<file path="src/rtl/mem_copy_engine_pkg.sv">
// rtl/mem_copy_engine_pkg.sv - shared widths and state encoding for the memory copy engine
//   ISIZE         : word-address width
//   DSIZE         : data-word width
//   LEN_W_DEFAULT : default width of the transfer-length input
//   state_t       : copy engine FSM states
package mem_copy_engine_pkg;

  localparam int ISIZE         = 16;
  localparam int DSIZE         = 16;
  localparam int LEN_W_DEFAULT = 8;

  typedef enum logic [1:0] {
    ST_IDLE  = 2'd0,
    ST_READ  = 2'd1,
    ST_WRITE = 2'd2,
    ST_DONE  = 2'd3
  } state_t;

endpackage

</file>
<file path="src/rtl/mem_copy_engine_if.sv">
// rtl/mem_copy_engine_if.sv - data-memory port between the copy engine and a one-cycle-latency memory
//   mem_memread  : read strobe (engine -> memory)
//   mem_memwrite : write strobe (engine -> memory)
//   mem_addr     : word address (engine -> memory)
//   mem_wdata    : write data (engine -> memory)
//   mem_rdata    : read data, valid the cycle after the read strobe (memory -> engine)
//   modports     : master = engine side, slave = memory side
interface mem_copy_engine_if;
  import mem_copy_engine_pkg::*;

  logic             mem_memread;
  logic             mem_memwrite;
  logic [ISIZE-1:0] mem_addr;
  logic [DSIZE-1:0] mem_wdata;
  logic [DSIZE-1:0] mem_rdata;

  modport master (
    output mem_memread,
    output mem_memwrite,
    output mem_addr,
    output mem_wdata,
    input  mem_rdata
  );

  modport slave (
    input  mem_memread,
    input  mem_memwrite,
    input  mem_addr,
    input  mem_wdata,
    output mem_rdata
  );

endinterface

</file>
<file path="src/rtl/mem_copy_engine.sv">
// rtl/mem_copy_engine.sv - forward word-by-word memory copy engine (READ/WRITE alternation)
//   clk, rst            : clock, synchronous active-high reset
//   start, abort        : begin a copy (sampled in IDLE) / terminate an active copy
//   src_addr, dst_addr  : first source / destination word address
//   len                 : number of words to copy (LEN_W bits)
//   busy, done          : high in READ/WRITE / one-cycle completion pulse
//   checksum            : running sum of written words; only built with MEMCOPY_CHECKSUM_EN,
//                         otherwise tied to 0
//   mem                 : data-memory port (mem_copy_engine_if.master)
module mem_copy_engine
  import mem_copy_engine_pkg::*;
#(
  parameter int LEN_W = LEN_W_DEFAULT
) (
  input  logic               clk,
  input  logic               rst,
  input  logic               start,
  input  logic               abort,
  input  logic [ISIZE-1:0]   src_addr,
  input  logic [ISIZE-1:0]   dst_addr,
  input  logic [LEN_W-1:0]   len,
  output logic               busy,
  output logic               done,
  output logic [DSIZE-1:0]   checksum,
  mem_copy_engine_if.master  mem
);

  state_t           state_q;
  state_t           state_d;
  logic [ISIZE-1:0] src_q;
  logic [ISIZE-1:0] dst_q;
  logic [LEN_W-1:0] rem_q;
  logic             accept;

  assign accept = (state_q == ST_IDLE) && start;

  always_ff @(posedge clk) begin
    if (rst) begin
      state_q <= ST_IDLE;
      src_q   <= '0;
      dst_q   <= '0;
      rem_q   <= '0;
    end else begin
      state_q <= state_d;
      if (accept && (len != '0)) begin
        src_q <= src_addr;
        dst_q <= dst_addr;
        rem_q <= len;
      end else if (state_q == ST_WRITE) begin
        // Address wrap-around is the natural ISIZE-bit overflow.
        src_q <= src_q + ISIZE'(1);
        dst_q <= dst_q + ISIZE'(1);
        rem_q <= rem_q - LEN_W'(1);
      end
    end
  end

  always_comb begin
    state_d          = state_q;
    mem.mem_memread  = 1'b0;
    mem.mem_memwrite = 1'b0;
    mem.mem_addr     = '0;
    mem.mem_wdata    = '0;
    case (state_q)
      ST_IDLE: begin
        if (start) begin
          state_d = (len == '0) ? ST_DONE : ST_READ;
        end
      end
      ST_READ: begin
        mem.mem_memread = 1'b1;
        mem.mem_addr    = src_q;
        state_d         = abort ? ST_IDLE : ST_WRITE;
      end
      ST_WRITE: begin
        // Read data registered by the memory on the READ edge is forwarded straight through.
        mem.mem_memwrite = 1'b1;
        mem.mem_addr     = dst_q;
        mem.mem_wdata    = mem.mem_rdata;
        if (abort) begin
          state_d = ST_IDLE;
        end else if (rem_q == LEN_W'(1)) begin
          state_d = ST_DONE;
        end else begin
          state_d = ST_READ;
        end
      end
      ST_DONE: begin
        state_d = ST_IDLE;
      end
      default: begin
        state_d = ST_IDLE;
      end
    endcase
  end

  assign busy = (state_q == ST_READ) || (state_q == ST_WRITE);
  assign done = (state_q == ST_DONE);

`ifdef MEMCOPY_CHECKSUM_EN
  logic [DSIZE-1:0] csum_q;

  // The word written in an aborted WRITE still lands in memory, so it is still summed.
  always_ff @(posedge clk) begin
    if (rst) begin
      csum_q <= '0;
    end else if (accept) begin
      csum_q <= '0;
    end else if (state_q == ST_WRITE) begin
      csum_q <= csum_q + mem.mem_rdata;
    end
  end

  assign checksum = csum_q;
`else
  assign checksum = '0;
`endif

endmodule
</file>
<file path="src/flat_wrapper.sv">
// flat-port wrapper written by rule: the top's interface ports become plain ports
module mem_copy_engine_flat import mem_copy_engine_pkg::*;
#(
  parameter int LEN_W = LEN_W_DEFAULT
)
  (clk, rst, start, abort, src_addr, dst_addr, len, busy, done, checksum, mem_mem_memread, mem_mem_memwrite, mem_mem_addr, mem_mem_wdata, mem_mem_rdata);
  mem_copy_engine_if mem_i ();
  input  logic clk;
  input  logic rst;
  input  logic start;
  input  logic abort;
  input  logic [ISIZE-1:0] src_addr;
  input  logic [ISIZE-1:0] dst_addr;
  input  logic [LEN_W-1:0] len;
  output logic busy;
  output logic done;
  output logic [DSIZE-1:0] checksum;
  output wire logic [$bits(mem_i.mem_memread)-1:0] mem_mem_memread;
  output wire logic [$bits(mem_i.mem_memwrite)-1:0] mem_mem_memwrite;
  output wire logic [$bits(mem_i.mem_addr)-1:0] mem_mem_addr;
  output wire logic [$bits(mem_i.mem_wdata)-1:0] mem_mem_wdata;
  input wire logic [$bits(mem_i.mem_rdata)-1:0] mem_mem_rdata;
  assign mem_mem_memread = mem_i.mem_memread;
  assign mem_mem_memwrite = mem_i.mem_memwrite;
  assign mem_mem_addr = mem_i.mem_addr;
  assign mem_mem_wdata = mem_i.mem_wdata;
  assign mem_i.mem_rdata = mem_mem_rdata;
  mem_copy_engine #(.LEN_W(LEN_W)) u_core (.clk(clk), .rst(rst), .start(start), .abort(abort), .src_addr(src_addr), .dst_addr(dst_addr), .len(len), .busy(busy), .done(done), .checksum(checksum), .mem(mem_i));
endmodule
</file>
<file path="config.mk">
export PLATFORM = sky130hd
export DESIGN_NAME = mem_copy_engine_flat
export DESIGN_NICKNAME = d
export VERILOG_FILES = /design/src/rtl/mem_copy_engine_pkg.sv /design/src/rtl/mem_copy_engine_if.sv /design/src/rtl/mem_copy_engine.sv /design/src/flat_wrapper.sv
export SDC_FILE = /design/constraint.sdc
export NUM_CORES = 1
export LEC_CHECK = 0
export CORE_UTILIZATION = 40
export DETAILED_ROUTE_END_ITERATION = 10
export PLACE_DENSITY_LB_ADDON = 0.1
export RECOVER_POWER = 50
export SKIP_LAST_GASP = 1
export SYNTH_ARGS = -nofsm -noshare
export SYNTH_HDL_FRONTEND = slang
export SYNTH_SLANG_ARGS = --single-unit
</file>
<file path="constraint.sdc">
create_clock -name clk -period 2.4 [get_ports clk]
set_input_delay 0.36 -clock clk [delete_from_list [all_inputs] [get_ports clk]]
set_output_delay 0.36 -clock clk [all_outputs]
set_load 0.02 [all_outputs]
</file>
==> out/metrics.yaml <==
status: "finished with violations"
violations: "design-rule violations"
portBuffers: 95
setup_violations: 0
stdcell_area_um2: 3820
critPathArrivalTime_ps: 1960
cp.required_ps: 2040
grt_pass1_vias: 2494
drive_gt1_frac: 0.0647
path_max_fanout: 15
drt_iter0_drc: 147
place_area_um2: 3770
core_area_um2: 6490
synth.ff_latch_count: 42
antenna_found_initial: 0
start_util: 0.424
timing.reg2reg.setup_slack_ps: 280
synthTopCellsByCount: "nor2_1 (48), dfxtp_1 (42), a211oi_1 (36), xnor2_1 (20), clkbuf_1 (19)"
max_stage_delay_ps: 600
insertedDiodeCount: 0
synth_edf_count: 0
cts.clk_slew.worst_paths_ps: 80
power_density_nw_per_um2: 589
drc: 9
synth_seq_area_share: 0.305
ys_types: 39
wl_um: 7390
synthTopCellsByArea: "dfxtp_1 (31%), a211oi_1 (9.8%), nor2_1 (6.5%)"
cts_buffers: 5
vias: 2726
hpwl_um: 5490
chipWidth_um: 85.0
clockBufferDepth: 2
layout.nets: 502
first_pass_iters: 8
irDropWorstVdd_mv: 0.279
grt_pass1_wl_um: 12000
tightest_slew_ps: 673
grt_max_degree: 43
synth.avg_cell_area_um2: 8.03
post-route-period-util: 0.965
holdWs_ps: 545
drt-wirelength-per-cell_um: 14.5
endpoint: "busy"
max_freq_mhz: 432
finClkSkew_ps: 5.70
end_kind: "output pin"
die-area_um2: 7220
syn_area_um2: 2750
yosysMostFrequentCell: "nor2_1"
vias_per_cell: 5.35
hp-class: "reg -> reg"
seq_area_um2: 841
yosys.area.top_type: "dfxtp_1"
syn-instance-count: 343
clock_latency_ps: 300
overflow: 0
ant_nets: 0
crit_start: "u_core.state_q[1]"
synth-main-ff-cell: "dfxtp_1"
fillCellCount: 610
cts_hold_buf: 0
worst-setup-path-type: "reg -> out"
post-route-min-period_ps: 2320
cpMaxStageDelayCell: "clkdlybuf4s50_1"
routabilityCongestion: 0.811
p_leak_nw: 1.43
async_flop_share: 0
grt_usage: 0.208
area_growth_pct: 38.7
crit_chain: "inv_1, ha_1, buf_12, clkdlybuf4s50_1"
yosysWarnings: 0
timing.setup.tns_ps: 0
die_h_um: 85.0
hold_viol_final: 0
max_cap_violations: 0
clock_sinks: 42
io_pins: 112
rsz0062_at_grt: "no"
htree_num_levels: 2
r2r_cells: 6
start_kind: "register"
rows: 29
cts_tree: "yes"
max-slew-margin-rel: 0.551
root_buffer: "clkbuf_8"
fin_util: 0.588
timing.rr.end: "u_core.dst_q[14]"
yosysTopAreaCellShare: 0.305
worstReg2RegStart: "u_core.state_q[0]"
drv_slew: 0
multi_input_area_um2: 1740
per-stage QoR:
stage / worst slack (ps) / power (mW) / instances
floorplan: 102 / 1.39 / 358
global placement: 206 / 1.70 / 502
detailed placement: 190 / 1.71 / 502
CTS: -88.4 / 2.29 / 509
global route: 11.1 / 2.38 / 510
finish: 83.6 / 2.25 / 510
critical path: cells and delay by family (launching register included):
kind / cells / cell delay [ps]
fa+ha+maj: 1 / 370
flops: 1 / 420
buf+inv: 3 / 860
report_power, final:
group          internal (mW)  switching, mW  total [mW]
logic                  0.363          0.371       0.735
registers              0.795          0.133       0.929
clock network          0.333          0.255       0.588
total                   1.49          0.760        2.25
metal layers:
layer | vias up | share of wire | track usage
li1 | 1365 | - | -
met1 | 1236 | 0.46 | 0.280
met2 | 115 | 0.45 | 0.337
met3 | 10 | 0.075 | 0.0438
met4 | 0 | 0.012 | 0.0555
met5 | - | 0 | 0
registers in the layout (all words and copies together) (netlist names):
register / flops
u_core.rem_q: 8
u_core.state_q: 2
u_core.dst_q: 16
u_core.src_q: 16
repair_timing:
| item | in CTS | in global routing |
|---|---|---|
| setup buffers | 0 | 1 |
| setup endpoints to repair | 32 | 15 |
| pin swaps | 0 | 0 |
| endpoints found under the hold margin | 0 | 0 |
| gates resized for setup | 16 | 9 |
placed cells by master, fill, tap and decap left out, types with 6 or more instances in the layout:
cell type	n
ha_1	8
clkdlybuf4s50_1	69
dlygate4sd2_1	15
xnor2_1	20
nor2b_1	16
nand2_1	9
nand3_1	11
xor2_1	13
clkbuf_1	7
nor3_1	8
buf_4	10
nand4_1	12
a211oi_1	36
clkbuf_8	6
conb_1	16
dfxtp_1	42
nor2_1	48
a22oi_1	17
inv_1	9
and2_1	16
nor4_1	9
logic make-up (layout without fill, tap and decap cells):
kind of cell               after synthesis  in the layout  synth area share
xor gates and xnor gates                33             33             0.105
buffers and inverters                   49            124            0.0900
and+or+nand+nor                        141            141             0.270
AOI/OAI and AO/OA                       65             65             0.176
adders and majority gates                9              9            0.0409
muxes                                    3              3            0.0109
DFF                                     42             42             0.305
other                                    1             16           0.00136
layout make-up:
| class | instances | area share |
|---|---|---|
| Clock inverter | 1 | 0.00786 |
| Sequential cell | 42 | 0.220 |
| Timing Repair Buffer | 108 | 0.262 |
| Tap cell | 77 | 0.0252 |
| Multi-Input combinational cell | 267 | 0.454 |
| Clock buffer | 6 | 0.0216 |
| Inverter | 9 | 0.00884 |
how the worst min path moves through the flow:
stage	from	depth (start not counted)	endpoint
after detailed placement	u_core.dst_q[11]	2	u_core.dst_q[11]
after floorplan	u_core.dst_q[11]	2	u_core.dst_q[11]
final	u_core.dst_q[11]	2	u_core.dst_q[11]
after CTS	u_core.dst_q[11]	2	u_core.dst_q[11]
after global placement	u_core.state_q[1]	2	u_core.state_q[1]
after global routing	u_core.dst_q[11]	2	u_core.dst_q[11]
Note: power is estimated with default switching activity, not from simulation.
==> RTL edit 1, RTL diff (same settings) <==
`LEN_W_DEFAULT`: 8 -> 32.
--- a/src/rtl/mem_copy_engine_pkg.sv
+++ b/src/rtl/mem_copy_engine_pkg.sv
@@ -7,7 +7,7 @@
 
   localparam int ISIZE         = 16;
   localparam int DSIZE         = 16;
-  localparam int LEN_W_DEFAULT = 8;
+  localparam int LEN_W_DEFAULT = 32;
 
   typedef enum logic [1:0] {
     ST_IDLE  = 2'd0,
Ports: changed (resized len); port bits go from 112 to 136. The function was not compared with the original's and may differ.
==> RTL edit 1 against the original RTL <==
  * Area after synthesis rose by 51%
  * Final area rose by 49%
  * Clock power rose by 80%
  * Wire length rose by 57%
  * Worst setup slack improved by 0.022 ns
  * Hold slack got worse by 0.016 ns
  * Critical path depth did not move
  * Synthesized cell count rose by 45%
  * Total power rose by 140%
  * Count of clock-buffer cells in the layout rose by 5
  * Sequential cell count rose by 24
  * Via count rose by 44%
==> RTL edit 1: results <==
{
  "outcome": "finished, final reports clean",
  "arrival_ns": 1.93,
  "synth-xor-area-share_pct": 12.7,
  "synth.top_cells.by_count": "nor2_1 (80), dfxtp_1 (66), a211oi_1 (55)",
  "synthesis.instances": 496,
  "dieWidth_um": 104,
  "hold_class": "register to register",
  "synth_compound_area_share_pct": 16.4,
  "htree_levels": 3,
  "initial_antenna_violation_count": 0,
  "detail_route.drc_violations": 0,
  "port_buffers": 119,
  "cts_buffers": 9,
  "nets": 709,
  "route.final.wire_length_mm": 11.6,
  "grt_pass1_wl_mm": 19.5,
  "clock_transition_at_the_registers_of_the_reported_paths_ns": 0.07,
  "synth.top_cells.by_area": "dfxtp_1 (32%), a211oi_1 (9.9%), xnor2_1 (8.9%)",
  "clock_insertion_delay_worst_skew_ns": 0.35,
  "leakage_dissipation_nw": 1.99,
  "cts_root_buf": "clkbuf_8",
  "grt_start_max_net_pins": 35,
  "vias": 3927,
  "timing.critical_path.slowest_stage_cell": "clkdlybuf4s50_1",
  "critPathMaxFanout": 17,
  "antenna_violating_nets_post_route": 0,
  "adder_and_majority_cell_fraction_of_the_synthesized_area_pct": 2.71,
  "route.met2.wl_mm": 5.75,
  "detail_route.wirelength.met1_mm": 5.18,
  "grt_pass1_vias": 4014,
  "num_antenna_cells": 0,
  "regs_by_ff_count": "u_core.rem_q (32), u_core.dst_q (16), u_core.src_q (16)",
  "replace_congestion": 0.908,
  "layout-drive-gt1-share_pct": 10.6,
  "slew_headroom_pct": 55.1,
  "synth.yosys.warnings": 0,
  "place.detailed.hpwl_mm": 8.38,
  "detailroute.wirelength.met3_um": 595,
  "cpLargestDelayFamily": "buffers and inverters",
  "power.switching_w": 0.00216,
  "synth.distinct_cells": 46,
  "synth.area.mux_share_pct": 0.723,
  "final_cells": 754,
  "highest_layer": "met4",
  "clockBufferDepth": 2,
  "ir_drop_v": 0.000425,
  "place_inst": 737,
  "drt-initial-drc-count": 154,
  "postCtsSetupRepairBufs": 0,
  "asyncSetResetFlopFracSynth_pct": 0,
  "dp_slack_ns": -0.0493,
  "synth.yosys.seq_area_share_pct": 31.8,
  "cp_slowest_stage_delay_ns": 0.61,
  "drt_pre_antenna_iters": 4,
  "worst_clock_skew_ns": 0.00793,
  "globalRouteTotalUtil_pct": 22.2
}
RTL edit 1: stage by stage:
stage / area [um^2] / hold WS, ns / TNS [ns]
floorplan: 4210 / 0.484 / 0
global placement: 5590 / 0.506 / -0.00552
detailed placement: 5590 / 0.507 / -0.394
CTS: 5820 / 0.528 / 0
global route: 5690 / 0.554 / 0
finish: 5690 / 0.529 / 0
RTL edit 1: cell type report:
type / instances / area, um^2
flip-flops and latches: 66 / 1320
inverters: 8 / 30.0
multi-input cells: 389 / 2610
clock inverters: 5 / 77.6
repair buffers: 142 / 1350
well taps: 133 / 166
clock buffers: 11 / 141
fillers: 944 / 4220
RTL edit 1: final timing paths:
| check | start | to | slack, ns | cells past startpoint |
|---|---|---|---|---|
| setup / recovery | u_core.state_q[0] | busy | 0.11 | 4 |
| hold / removal | u_core.rem_q[3] | u_core.rem_q[3] | 0.53 | 2 |
| setup reg to reg | u_core.state_q[0] | u_core.rem_q[25] | 0.23 | 8 |
| hold reg to reg | u_core.rem_q[3] | u_core.rem_q[3] | 0.53 | 2 |
RTL edit 1: worst register-to-register path, cell delays in order (launching register included):
cell and delay, ns:
dfxtp_1 0.35, inv_1 0.12, ha_2 0.25, nor3b_2 0.25
nand3_1 0.20, buf_4 0.25, nor4_1 0.36, xnor2_1 0.13
a211oi_2 0.21
RTL edit 1: logic make-up after synthesis:
kind of cell | after synthesis
adders and majority gates | 9
AOI/OAI and AO/OA | 87
other | 1
buffers and inverters | 56
DFF | 66
muxes | 3
and+or+nand+nor | 214
xor gates and xnor gates | 60
RTL edit 1: metal layers:
layer  GRT usage (%)  vias up
met5               0        -
met3            5.70        8
met1            26.9     1804
li1                -     1997
met4            5.00        0
met2            39.4      118
RTL edit 1: timing repair:
action	in CTS	in global routing
gates resized for setup	19	21
hold buffers	0	0
endpoints found under the setup margin	32	17
cloned	1	0
RTL edit 1: power groups by stage:
stage               registers [W]  clock network, W  logic, W
floorplan                 0.00170                 0   0.00168
global placement          0.00180                 0   0.00255
detailed placement        0.00181                 0   0.00258
CTS                       0.00179           0.00107   0.00262
global route              0.00184           0.00113   0.00276
finish                    0.00179           0.00106   0.00251
==> RTL edit 2, RTL diff (config.mk and constraints unchanged) <==
Made on the original files. The 4 states of `state_t` get a one-hot encoding in 4 bits.
--- a/src/rtl/mem_copy_engine_pkg.sv
+++ b/src/rtl/mem_copy_engine_pkg.sv
@@ -9,11 +9,11 @@
   localparam int DSIZE         = 16;
   localparam int LEN_W_DEFAULT = 8;
 
-  typedef enum logic [1:0] {
-    ST_IDLE  = 2'd0,
-    ST_READ  = 2'd1,
-    ST_WRITE = 2'd2,
-    ST_DONE  = 2'd3
+  typedef enum logic [3:0] {
+    ST_IDLE  = 4'b0001,
+    ST_READ  = 4'b0010,
+    ST_WRITE = 4'b0100,
+    ST_DONE  = 4'b1000
   } state_t;
 
 endpackage
Formal check against the unedited RTL: no difference found for any inputs over 10 cycles, from zero or initial values and one cycle with rst high; not proved beyond that.
==> RTL edit 2 against the original RTL <==
  * Final area up 8.9%
  * First-iteration DRC count increased by 18%
  * Sequential power increased by 11%
  * Largest cell class unchanged
  * Wire length up 21%
  * Worst setup slack lost 0.00052 ns
  * Total power grew 4.4%
  * Combinational power rose by 11%
  * Area after synthesis up 8.3%
  * Global-route usage up 2.5 points
  * Non-clock buffer count up 11
  * Die area rose by 8.1%
  * Critical endpoint is now mem_mem_addr[15]
  * Largest power group unchanged
  * Clock power shrank 14%
  * Sequential cell count is 2 higher
  * Cell count is 12% higher
==> RTL edit 2: results <==
{
  "synth.top_cells.by_count": "dfxtp_1 (44), nand3_1 (32), a21oi_1 (26)",
  "cp_slowest_stage_delay_ns": 0.57,
  "place.detailed.hpwl_mm": 6.66,
  "layout-drive-gt1-share_pct": 9.70,
  "timing.critical_path.slowest_stage_cell": "or4b_4",
  "drt-initial-drc-count": 173,
  "synth.distinct_cells": 63,
  "hold_endpoint": "u_core.rem_q[0]",
  "place_inst": 565,
  "synth.top_cells.by_area": "dfxtp_1 (30%), nand3_1 (5.4%), a22o_1 (4.4%)",
  "outcome": "finished, final reports clean",
  "worst_clock_skew_ns": 0.00453,
  "route.final.wire_length_mm": 8.94,
  "drt-wirelength-per-cell_um": 15.6,
  "dp_slack_ns": -0.00650,
  "synth_area_per_cell_um2": 7.85,
  "globalRouteTotalUtil_pct": 23.3,
  "replace_congestion": 0.854,
  "powerSeq_w": 0.00103,
  "drt_pre_antenna_iters": 6,
  "worst-r2r-cell-count": 7,
  "synth.yosys.seq_area_share_pct": 29.5,
  "vias": 3283,
  "critPathMaxFanout": 12,
  "ir_drop_v": 0.000280,
  "grt_start_max_net_pins": 47,
  "leakage_dissipation_nw": 1.66,
  "crit-reg2reg-launch": "u_core.state_q[0]",
  "worstHoldStart": "u_core.rem_q[0]",
  "nets": 538,
  "cts_resized": 34
}
-- RTL edit 2: final cells by class --
type | count | area (um^2)
Fill cell | 726 | 3060
Multi-Input combinational cell | 296 | 1880
Timing Repair Buffer | 119 | 1140
Sequential cell | 44 | 881
Tap cell | 99 | 124
Clock buffer | 7 | 96.3
Inverter | 8 | 32.5
-- RTL edit 2: worst max-delay path by stage --
stage                            startpoint          endpoint  slack (ns)  cells past startpoint
final                     u_core.state_q[0]  mem_mem_addr[15]        0.08                      5
after global routing      u_core.state_q[0]  mem_mem_wdata[9]      -0.007                      5
after CTS                 u_core.state_q[0]  mem_mem_addr[12]        0.06                      5
after detailed placement             len[4]  u_core.src_q[10]      -0.006                      6
after global placement               len[4]   u_core.src_q[5]        0.06                      6
after floorplan           u_core.state_q[0]  mem_mem_addr[11]        0.24                      6
-- RTL edit 2: layer usage --
metal	vias up	track usage [%]	routed length, um
met4	0	5.13	47
met2	117	41.0	4430
met5	-	0	0
met1	1551	29.8	3880
met3	5	3.82	581
li1	1610	-	-
-- RTL edit 2: stage by stage --
stage / utilization [%] / area [um^2] / power [W]
2_1_floorplan: - / 3040 / 0.00150
3_3_place_gp: 56.5 / 4070 / 0.00184
3_5_place_dp: 56.5 / 4070 / 0.00186
4_1_cts: 57.2 / 4130 / 0.00236
5_1_grt: 57.6 / 4160 / 0.00251
6_report: 57.6 / 4160 / 0.00235
-- RTL edit 2: cell families after synthesis --
group	synth area share (%)
AOI/OAI and AO/OA	27.6
xor gates and xnor gates	0.588
adders and majority gates	1.68
buffers and inverters	9.40
DFF	29.5
muxes	0.713
other	0.126
and+or+nand+nor	30.3
-- RTL edit 2: tightest hold or removal path, stage by stage (launching register included) --
cell	delay, ns
dfxtp_1	0.33
nand3_1	0.06
a21oi_1	0.05
